File: config.mk
export PLATFORM = sky130hd
export DESIGN_NAME = alarm_ringer
export DESIGN_NICKNAME = d
export VERILOG_FILES = /design/src/rtl/alarm_ringer.sv
export SDC_FILE = /design/constraint.sdc
export NUM_CORES = 1
export LEC_CHECK = 0
export ABC_AREA = 1
export CAP_MARGIN = 40
export CELL_PAD_IN_SITES_DETAIL_PLACEMENT = 0
export CELL_PAD_IN_SITES_GLOBAL_PLACEMENT = 1
export CORE_UTILIZATION = 45
export DETAILED_ROUTE_END_ITERATION = 8
export GPL_TIMING_DRIVEN = 0
export PLACE_DENSITY = 0.88
export SYNTH_ARGS = -nofsm -noshare
export SYNTH_HDL_FRONTEND = slang
export SYNTH_SLANG_ARGS = --single-unit
File: constraint.sdc
create_clock -name clk -period 4.3 [get_ports clk]
set_input_delay 1.29 -clock clk [delete_from_list [all_inputs] [get_ports clk]]
set_output_delay 1.29 -clock clk [all_outputs]
set_load 0.02 [all_outputs]
File: src/rtl/alarm_ringer.sv
// alarm_ringer: turns an alarm match level plus stop/snooze buttons into a pulsed buzzer with ring timeout and snooze countdown
module alarm_ringer #(
  parameter int CLK_FREQ    = 100_000_000,
  parameter int RING_SECS   = 60,
  parameter int SNOOZE_MINS = 5
) (
  input  logic        clk,
  input  logic        reset,
  input  logic        alarm,
  input  logic        enable,
  input  logic        stop_btn,
  input  logic        snooze_btn,
  output logic        buzzer,
  output logic        ringing,
  output logic        snoozed,
  output logic [11:0] snooze_left
);
  localparam int PW = $clog2(CLK_FREQ);
  typedef enum logic [1:0] {IDLE, RING, SNOOZE} state_t;
  state_t state;
  logic alarm_q;
  logic [PW-1:0] prescaler;
  logic [11:0] sec_cnt;
  logic alarm_rise, sec_tick;
  assign alarm_rise  = alarm & ~alarm_q;
  assign sec_tick    = prescaler == PW'(CLK_FREQ - 1);
  assign ringing     = state == RING;
  assign snoozed     = state == SNOOZE;
  assign buzzer      = ringing & (prescaler < PW'(CLK_FREQ / 2));
  assign snooze_left = snoozed ? sec_cnt : 12'd0;
  // prescaler restarts on every entry so each ring/snooze second starts with the buzzer on
  always_ff @(posedge clk) begin
    if (!reset) begin
      state     <= IDLE;
      alarm_q   <= 1'b0;
      prescaler <= '0;
      sec_cnt   <= '0;
    end else begin
      alarm_q   <= alarm;
      prescaler <= sec_tick ? '0 : prescaler + 1'b1;
      if (!enable) begin
        state     <= IDLE;
        prescaler <= '0;
      end else begin
        case (state)
          IDLE: begin
            prescaler <= '0;
            if (alarm_rise) begin
              state   <= RING;
              sec_cnt <= '0;
            end
          end
          RING: begin
            if (stop_btn) begin
              state     <= IDLE;
              prescaler <= '0;
            end else if (snooze_btn) begin
              state     <= SNOOZE;
              sec_cnt   <= 12'(SNOOZE_MINS * 60);
              prescaler <= '0;
            end else if (sec_tick && sec_cnt == 12'(RING_SECS - 1)) begin
              state <= IDLE;
            end else if (sec_tick) begin
              sec_cnt <= sec_cnt + 12'd1;
            end
          end
          SNOOZE: begin
            if (stop_btn) begin
              state     <= IDLE;
              prescaler <= '0;
            end else if (alarm_rise || (sec_tick && sec_cnt == 12'd1)) begin
              state     <= RING;
              sec_cnt   <= '0;
              prescaler <= '0;
            end else if (sec_tick) begin
              sec_cnt <= sec_cnt - 12'd1;
            end
          end
          default: state <= IDLE;
        endcase
      end
    end
  end
endmodule
**After elaboration in Yosys (flattened, before gate mapping)**

Index checks and enable logic that the tools add are counted.

- Add/sub/neg operators: 3
- $lt $le $gt $ge: 1
- Reduce and logical (&&, ||, !) cells: 8
- Bitwise logic cells: 3
- Equality and inequality tests: 13
- Mux-type cells: 23

Operators with widths:

| operator | count |
|---|---|
| $mux W27 | 5 |
| $mux W12 | 9 |
| $pmux W27 S3 | 1 |
| $pmux W12 S3 | 1 |
| $add A27 B1 Y27 const B | 1 |
| $eq A27 B27 Y1 const B | 1 |
| $lt A27 B26 Y1 const B | 1 |
| $add A12 B1 Y12 const B | 1 |
| $eq A12 B1 Y1 const B | 1 |
| $eq A12 B6 Y1 const B | 1 |
| $mux W2 | 6 |
| $sub A12 B1 Y12 const B | 1 |
| $reduce_and A8 Y1 | 1 |
| $ne A2 B2 Y1 const B | 3 |
| $ne A3 B2 Y1 const B | 2 |
| $pmux W2 S3 | 1 |
| $ne A4 B3 Y1 const B | 1 |
| $ne A3 B1 Y1 const B | 1 |
| $ne A3 B3 Y1 const B | 1 |
| $reduce_and A3 Y1 | 1 |
| $reduce_bool A3 Y1 | 1 |
| $and A1 B1 Y1 | 2 |
| $eq A2 B1 Y1 const B | 1 |
| $eq A2 B2 Y1 const B | 1 |
| 5 further kinds | 6 |

- Word-level logic and storage cells: 55
- Flip-flop bits (word level): 42

**Depth between registers and ports, before layout**

- Depth after elaboration: 6
- Mapped depth: 14
- Gate-level depth less buffers: 13

**Least setup slack after synthesis**

No wires, ideal clock.

- Path kind: reg2out
- From: register state[1]
- To: output buzzer
- Data required time: 3.010 ns
- Path buffers: 0
- Data arrival time: 1.340 ns
- Cell stages (with the launch flop): 7
- Slack: 1.670 ns
- Path through: dfxtp_1 > inv_1 > ha_1 > inv_1 > nor2_1 > nand2_1 > a21oi_1

- Word-level cells in the longest chain between the ends: 2

Ends and longest elaborated chain:

| item | line | text |
|---|---|---|
| from (decl) | 20 | `state_t state;` |
| from (signal assigned) | 34 | `state <= IDLE;` |
| from (signal assigned) | 42 | `state <= IDLE;` |
| from (signal assigned) | 49 | `state <= RING;` |
| $eq A2 B1 Y1 | 27 | `assign ringing = state == RING;` |
| via ringing | 14 | `output logic ringing,` |
| $and A1 B1 Y1 | 29 | `assign buzzer = ringing & (prescaler < PW'(CLK_FREQ / 2));` |
| to (decl) | 13 | `output logic buzzer,` |

The timed path passes the listed nets, and every way through them passes these cells.

**Final worst setup path**

- From: register state[1]
- To: output buzzer

- Word-level cells in the longest chain between the ends: 2

Ends and longest elaborated chain:

| item | line |
|---|---|
| $eq A2 B1 Y1 | 27 |
| $and A1 B1 Y1 | 29 |

No other way between the ends.

==> flow_metrics.py <==
metrics = {
    "status": {
        "status": "complete, no violations",
    },
    "synthesis": {
        "synth_nets": 485,
        "synth_area_leaders": "dfxtp_1, nand2_1, nor2_1, inv_1, nand3_1",
        "synth_area_um2": 2950,
        "synth_cells": 471,
        "ys_seq_elements": 42,
        "synth_area_leader_cell": "dfxtp_1",
        "syn_avg_cell_area_um2": 6.26,
        "ys_warn_count": 0,
        "synth_top_area_frac": 0.285,
        "ys_types": 32,
        "ys_seq_area_frac": 0.285,
    },
    "sta": {
        "finalCriticalPeriod_ns": 3.47,
        "slew_viol_final": 0,
        "period_share": 0.807,
        "final-setup-viol-count": 0,
        "skew_ns": 0.00956,
        "holdWs_ns": 0.454,
        "hold_viol_final": 0,
        "clock.fmax_mhz": 288,
        "worstMarginPinSlew_ns": 0.511,
        "relSlewSlack": 0.659,
        "setup_tns_ns": 0,
        "rsz0062_at_grt": "false",
    },
    "critical_path": {
        "endpoint_kind": "primary output",
        "path_depth": 7,
        "worst_setup_path_start_kind": "flop",
        "critical_path_class": "reg -> out",
        "cp_data_arrival_time_ns": 2.18,
        "slowest_delay_ns": 0.61,
        "cp_max_fo": 7,
        "crit_start": "state[1]",
        "cp_slowest_cell": "clkdlybuf4s50_1",
        "path_cells": "inv_1, ha_1, inv_1, nor2_1, nand2_1, a21oi_1, clkdlybuf4s50_1",
        "rrSetupSlack_ns": 1.92,
        "rr_startpoint": "state[1]",
        "required_ns": 3.01,
        "crit_path_frequent_cell": "inv_1",
        "path_buf_inv": 3,
        "worstRegToRegCells": 10,
        "reg2reg_to": "prescaler[20]",
        "cpLargestDelayFamily": "buffers and inverters",
    },
    "finish": {
        "nets": 512,
        "fin_cells": 576,
        "area_growth_pct": 13.8,
        "diodes": 0,
        "layout.area.seq_um2": 841,
        "layout-drive-gt1-share": 0.0741,
        "fillers": 643,
        "multi_input_area_um2": 1770,
    },
    "die": {
        "fp.dieH_um": 82.9,
        "fp.coreArea_um2": 6350,
        "fp.dieW_um": 82.9,
        "die_area_um2": 6880,
        "start_util": 0.464,
        "ios": 21,
        "num_rows": 29,
    },
    "power_and_ir_drop": {
        "p_leak_nw": 1.46,
        "irDropWorstVdd_mv": 0.139,
        "powerDensity_nw_per_um2": 278,
        "power_w": 0.000932,
    },
    "global_route": {
        "grt_pass1_wl_um": 12000,
        "grt_overflow": 0,
        "grtUsageTotal": 0.212,
        "grt_pass1_vias": 2716,
        "grt_max_degree": 14,
        "antenna_found_initial": 0,
    },
    "cts": {
        "cts-resized-gates": 0,
        "cts.sinks": 42,
        "cts_hold_buf": 0,
        "clk_pin_slew_ns": 0.09,
        "clkLatencyLatePin_ns": 0.30,
        "cts_tree": "done",
        "cts_root_buffer": "clkbuf_8",
        "cts_setup_buffers": 0,
        "numCtsBuffers": 5,
        "htree_num_levels": 2,
        "cts_buffer_depth": 2,
    },
    "place": {
        "io_buffer_count": 20,
        "gp_congestion": 0.839,
        "place_hpwl_um": 5180,
        "post-place-cells": 568,
    },
    "route": {
        "vias_per_cell": 4.98,
        "wl_per_cell_um": 12.1,
        "drt-total-wl_um": 6950,
        "ant_nets": 0,
        "vias": 2871,
        "drcViolationCount": 0,
        "first_pass_iters": 4,
        "first_iter_violations": 89,
    },
    "worst_hold_path": {
        "hp-start": "prescaler[0]",
        "min_path_type": "reg -> reg",
        "hold_depth": 1,
        "min_to": "prescaler[0]",
    },
    "run": {
        "cap_violations": 0,
    },
}
==> cell usage in the layout (no fill, tap or decap), types with 5 or more instances in the layout <==
master and instances:
nor2_2 5, nand4_1 10, clkdlybuf4s50_1 20, buf_2 6
ha_1 8, dfxtp_1 42, nand3_1 42, xor2_1 20
nand2_1 102, a21oi_1 18, nor3_1 11, inv_1 67
clkbuf_8 5, xnor2_1 9, o21ai_0 10, nor2_1 90
nand2_2 6
==> kinds of logic (layout without fill, tap and decap cells) <==
| group | Yosys count | after routing | synth area share |
|---|---|---|---|
| DFF | 42 | 42 | 0.285 |
| and+or+nand+nor | 277 | 277 | 0.419 |
| buffers and inverters | 81 | 109 | 0.114 |
| adders and majority gates | 8 | 8 | 0.0340 |
| xor gates and xnor gates | 29 | 29 | 0.0862 |
| AOI/OAI and AO/OA | 34 | 34 | 0.0624 |
==> cell usage after synthesis <==
cell type  count
o211ai_1       2
nor2_1        90
nand2_2        6
nor2_4         1
clkbuf_2       1
buf_6          3
xor2_1        20
xnor2_1        9
nand3b_1       2
nor4_1         1
nand2_1      102
a21o_1         1
inv_1         67
o22ai_1        1
o21ai_0       10
inv_2          1
o31ai_1        1
a21oi_1       18
nor3_2         1
nor3_1        11
clkinv_1       1
nand2_4        3
nor2_8         1
buf_2          6
ha_1           8
nand3_2        2
nand4_1       10
nor2_2         5
clkbuf_1       2
a21boi_0       1
dfxtp_1       42
nand3_1       42
==> registers in the layout (all words and copies together) (netlist names) <==
signal and flops:
alarm_q 1, sec_cnt 12, state 2, prescaler 27
==> worst max path at each step <==
stage / endpoint / slack [ns]
2_1_floorplan: buzzer / 1.67
3_3_place_gp: prescaler[19] / 0.98
3_5_place_dp: prescaler[18] / 0.96
4_1_cts: buzzer / 0.81
5_1_grt: snooze_left[8] / 0.65
6_report: buzzer / 0.83
==> per-stage QoR <==
stage	setup slack [ns]	utilization	area, µm²
2_1_floorplan	1.67	-	2950
3_3_place_gp	0.978	0.511	3240
3_5_place_dp	0.963	0.511	3240
4_1_cts	0.811	0.528	3350
5_1_grt	0.649	0.528	3350
6_report	0.832	0.528	3350
==> routing by layer <==
metal | vias up | track usage | part of all wire
met5 | - | 0 | 0
met4 | 0 | 0.0674 | 0.021
met3 | 11 | 0.0338 | 0.034
met2 | 49 | 0.385 | 0.48
met1 | 1288 | 0.252 | 0.46
li1 | 1523 | - | -
==> area by class of cell <==
cell class                 count  area share
multi-input combinational    348       0.528
sequential                    42       0.251
inverter                      69      0.0772
timing repair buffer          20      0.0597
tap                           77      0.0287
buffer                        12      0.0228
clock buffer                   6      0.0216
clock inverter                 2      0.0112
==> power by group <==
part | switching [W] | internal [W] | total, W
clock network | 0.000145 | 0.000173 | 0.000319
registers | 0.0000123 | 0.000402 | 0.000414
logic | 0.000128 | 0.0000718 | 0.000199
total | 0.000285 | 0.000647 | 0.000932
(Power assumes the default switching activity.)
